$ cat src/rtl/vga_pkg.sv
// rtl/vga_pkg.sv - Default 800x480 panel timing and the RGB pixel type for the video output stage
package vga_pkg;

  localparam int DEF_HDISP  = 800;
  localparam int DEF_HFP    = 40;
  localparam int DEF_HPULSE = 48;
  localparam int DEF_HBP    = 40;
  localparam int DEF_VDISP  = 480;
  localparam int DEF_VFP    = 13;
  localparam int DEF_VPULSE = 3;
  localparam int DEF_VBP    = 29;

  typedef struct packed {
    logic [7:0] r;
    logic [7:0] g;
    logic [7:0] b;
  } rgb_t;

endpackage

$ cat src/rtl/vga_timing_gen.sv
// rtl/vga_timing_gen.sv - Free-running HS/VS/BLANK timing with show-ahead FIFO pixel pop and registered RGB
module vga_timing_gen
  import vga_pkg::*;
#(
  parameter int HDISP  = DEF_HDISP,
  parameter int HFP    = DEF_HFP,
  parameter int HPULSE = DEF_HPULSE,
  parameter int HBP    = DEF_HBP,
  parameter int VDISP  = DEF_VDISP,
  parameter int VFP    = DEF_VFP,
  parameter int VPULSE = DEF_VPULSE,
  parameter int VBP    = DEF_VBP
) (
  input  logic        pixel_clk,
  input  logic        pixel_rst,
  input  logic [23:0] fifo_rdata,
  input  logic        fifo_rempty,
  output logic        fifo_read,
  output logic        vga_hs,
  output logic        vga_vs,
  output logic        vga_blank,
  output logic [7:0]  vga_r,
  output logic [7:0]  vga_g,
  output logic [7:0]  vga_b,
  output logic        frame_start,
  output logic        underflow
);

  localparam int HTOTAL = HDISP + HFP + HPULSE + HBP;
  localparam int VTOTAL = VDISP + VFP + VPULSE + VBP;
  localparam int HW     = $clog2(HTOTAL);
  localparam int VW     = $clog2(VTOTAL);
  localparam logic [HW-1:0] H_LAST = HW'(HTOTAL - 1);
  localparam logic [VW-1:0] V_LAST = VW'(VTOTAL - 1);

  logic [HW-1:0] r_h_cnt;
  logic [VW-1:0] r_v_cnt;
  logic          r_hs;
  logic          r_vs;
  logic          r_blank;
  rgb_t          r_rgb;
  logic          r_frame_start;
  logic          r_underflow;

  logic [31:0]   w_h;
  logic [31:0]   w_v;
  logic          w_active;
  logic          w_hsync;
  logic          w_vsync;
  logic          w_read;

  // Decode in 32 bits so boundaries equal to a power of two cannot alias.
  assign w_h      = 32'(r_h_cnt);
  assign w_v      = 32'(r_v_cnt);
  assign w_active = (w_h < HDISP) && (w_v < VDISP);
  assign w_hsync  = (w_h >= HDISP + HFP) && (w_h < HDISP + HFP + HPULSE);
  assign w_vsync  = (w_v >= VDISP + VFP) && (w_v < VDISP + VFP + VPULSE);
  assign w_read   = w_active && !fifo_rempty && !pixel_rst;
  assign fifo_read = w_read;

  always_ff @(posedge pixel_clk) begin
    if (pixel_rst) begin
      r_h_cnt <= '0;
      r_v_cnt <= '0;
    end else if (r_h_cnt == H_LAST) begin
      r_h_cnt <= '0;
      r_v_cnt <= (r_v_cnt == V_LAST) ? '0 : r_v_cnt + VW'(1);
    end else begin
      r_h_cnt <= r_h_cnt + HW'(1);
    end
  end

  // Starved active pixels go out black; the counters keep running regardless.
  always_ff @(posedge pixel_clk) begin
    if (pixel_rst) begin
      r_hs          <= 1'b1;
      r_vs          <= 1'b1;
      r_blank       <= 1'b0;
      r_rgb         <= '0;
      r_frame_start <= 1'b0;
      r_underflow   <= 1'b0;
    end else begin
      r_hs          <= !w_hsync;
      r_vs          <= !w_vsync;
      r_blank       <= w_active;
      r_rgb         <= w_read ? rgb_t'(fifo_rdata) : '0;
      r_frame_start <= (r_h_cnt == '0) && (r_v_cnt == '0);
      r_underflow   <= r_underflow || (w_active && fifo_rempty);
    end
  end

  assign vga_hs      = r_hs;
  assign vga_vs      = r_vs;
  assign vga_blank   = r_blank;
  assign vga_r       = r_rgb.r;
  assign vga_g       = r_rgb.g;
  assign vga_b       = r_rgb.b;
  assign frame_start = r_frame_start;
  assign underflow   = r_underflow;

endmodule

$ cat config.mk
export PLATFORM = sky130hd
export DESIGN_NAME = vga_timing_gen
export DESIGN_NICKNAME = d
export VERILOG_FILES = /design/src/rtl/vga_pkg.sv /design/src/rtl/vga_timing_gen.sv
export SDC_FILE = /design/constraint.sdc
export NUM_CORES = 1
export LEC_CHECK = 0
export BUFFER_PORTS_ARGS = -buffer_cell sky130_fd_sc_hd__buf_2
export CAP_MARGIN = 20
export CORE_MARGIN = 5
export CORE_UTILIZATION = 35
export CTS_BUF_LIST = sky130_fd_sc_hd__clkbuf_8
export DETAILED_ROUTE_END_ITERATION = 6
export PLACE_DENSITY_LB_ADDON = 0.3
export SYNTH_ARGS = -nofsm -noshare
export SYNTH_HDL_FRONTEND = slang
export SYNTH_SLANG_ARGS = --single-unit
export TNS_END_PERCENT = 10
$ cat constraint.sdc
create_clock -name pixel_clk -period 1.8 [get_ports pixel_clk]
set_input_delay 0.36 -clock pixel_clk [delete_from_list [all_inputs] [get_ports pixel_clk]]
set_output_delay 0.36 -clock pixel_clk [all_outputs]
set_load 0.05 [all_outputs]
==> metrics.txt <==
status completed; clk root buf clkbuf_8; reg2reg start r_h_cnt[5]; fin crit share 98.28%; Final nets 295; sink of the worst hold path vga_b[4]; # setup viols final 0; Initial Util 36.60%; Fmax 565.3 MHz; GPL Wtd Cong 0.7833; Synth top area share 51.82%; Port Buffers 56; Initial DRC Count 51; total iterations of the first detailed-routing run 4; Switch Pwr 0.5329 mW; sequential fraction of design power 52.6%; Synth cell types 36; Cell Area, Synth 1893 µm²; arrival time of the worst setup path 1.41 ns; Final Util 49.03%; Rel. slew slack 77.83%; Worst Path Required 1.44 ns; hold path depth 2; CTS tree yes; Vias 1477; syn_area_per_cell 10.34 µm²; HP Start fifo_rdata[4]; Seq cells post-synth 49; FF-to-FF End r_v_cnt[9]; die area 6980 µm²; Hold Crit Class in -> reg; FP Rows 26; number of max-cap violations 0; Reg2Reg Setup Slack 0.08 ns; VDD IR-drop max 0.6461 mV; Cells after Synth 183; CTS HTree Levels 2; top_reg_cell synth dfxtp_1; Clk Latency, worst-skew pair 0.30 ns; Routed WL 3971 µm; Crit. End Element output port; # DRC 0; cell with the most instances after synthesis dfxtp_1; pre-CTS WS 0.03850 ns; wire length of the first global-routing pass 6865 µm; post-synth top area cell dfxtp_1; CP Class reg -> out; # diodes 0; largest net degree at the start of global routing 25; worst-case clock buffer depth 2; Sink Count 49; Max FO, Critical Path 3; Wirelength per Cell 11.92 µm; number of global-route vias before repair 1457; Critical Path Start Type register; number of cells after detailed placement 319; asr flop ratio synth 0%; Overall Global Routing Usage 12.20%; Setup TNS 0 ns; total gr overflow 0; core area 5172 µm²; FF-to-FF path depth 5; max-slew violations 0; Layout Area Growth over Synthesis 33.97%; Clock power frac 36.6%; die width 83.55 µm; Mapped Nets 216; Slew @ Worst Pin 0.3280 ns; Comb pwr share 10.7%; Sw Share 24.98%; final setup skew 0.004700 ns; min Tclk post-route 1.769 ns; fraction of layout cells with a size suffix above 1 38.78%; synth cell count leaders dfxtp_1, and2_1, nor2_1; leakage 1.159 nW; Fill cells 492; pwr dens 841.3 nW/µm²; Int Pwr 1.601 mW; Vias per Instance 4.435; Hold Violations, Final 0; Post-synth EDFFs 0; clock-pin slew on the worst setup and hold paths 0.09 ns; I/O pin cnt 57; dpl hpwl 2905 µm; yosys warns 0; final worst slack 0.03093 ns; CTS Buf Count 5; sequential element share of the synthesized area 51.82%; antenna violations before repair 0; Post-Layout Cell Count 333; synth top area cells dfxtp_1, and2_1, ha_1; Antenna Nets Post-Route 0; RSZ-0062 raised after global routing true; Die H 83.55 µm
## cells by family after synthesis
| logic type | share of synthesized area, % |
|---|---|
| flops | 51.82 |
| compound gates | 4.560 |
| simple gates | 29.41 |
| xor+xnor | 6.015 |
| mux | 1.058 |
| fa+ha+maj | 3.966 |
| buf+inv | 3.173 |
## critical path: stages (launching register included)
cell and delay (ns):
dfxtp_4 0.37, nor3_4 0.19, o211a_1 0.21, and2b_1 0.18
buf_6 0.17
## layer usage
layer	GRT usage (%)	vias up	part of all wire (%)
met5	0	-	0
met2	17.35	53	41
met1	15.65	644	47
met4	4.386	0	1.5
li1	-	776	-
met3	6.417	4	11
## what timing repair did
action                                  4_1_cts  5_1_grt
resized for setup                            11        7
hold buffers                                  0        0
buffers inserted                              3        3
pin swaps                                     3        2
endpoints found under the setup margin        1       17
gates cloned                                  0        0
## per-stage QoR
step                      hold WS [ns]  instance area (µm²)  power (mW)
after floorplan                 0.4324                 1894       1.300
after global placement          0.4651                 2336       1.376
after detailed placement        0.4766                 2336       1.378
after CTS                       0.2382                 2497       2.167
after global routing            0.2309                 2536       2.235
final                           0.2534                 2536       2.134
## state kept, by name, indices dropped and copies added (netlist names)
register / count
vga_g: 8
vga_blank: 1
vga_r: 8
vga_b: 8
frame_start: 1
vga_hs: 1
vga_vs: 1
underflow: 1
r_h_cnt: 10
r_v_cnt: 10
## worst max path at each step
| stage | from | to | slack, ns | depth (start not counted) |
|---|---|---|---|---|
| global route | r_h_cnt[5] | fifo_read | -0.03 | 4 |
| global placement | r_h_cnt[1] | r_v_cnt[9] | 0.07 | 5 |
| CTS | r_h_cnt[6] | fifo_read | 0.004 | 4 |
| floorplan | r_v_cnt[0] | r_v_cnt[0] | 0.06 | 5 |
| finish | r_h_cnt[5] | fifo_read | 0.03 | 4 |
| detailed placement | r_h_cnt[1] | r_v_cnt[9] | 0.04 | 5 |
## placed cells by master (no fill, tap or decap), types with 7 or more instances in the layout
cell / instances
xor2_1: 7
nand2_1: 9
buf_2: 55
inv_1: 7
dfxtp_1: 42
and2_1: 25
buf_4: 20
nand3_1: 7
nor2_1: 16
## power by group through the flow
stage	clock network (mW)	registers (mW)	logic, mW
2_1_floorplan	0	1.25	0.0499
3_3_place_gp	0	1.15	0.226
3_5_place_dp	0	1.15	0.227
4_1_cts	0.814	1.12	0.228
5_1_grt	0.860	1.13	0.247
6_report	0.782	1.12	0.229
## final cells by class
cell class / count / area [µm²] / area share, %
tap: 70 / 87.58 / 3.453
timing repair buffer: 77 / 447.9 / 17.66
clock inverter: 3 / 42.54 / 1.677
sequential: 49 / 994.7 / 39.22
multi-input combinational: 123 / 872.1 / 34.39
inverter: 6 / 22.52 / 0.8880
clock buffer: 5 / 68.82 / 2.713
(Power assumes the default switching activity.)
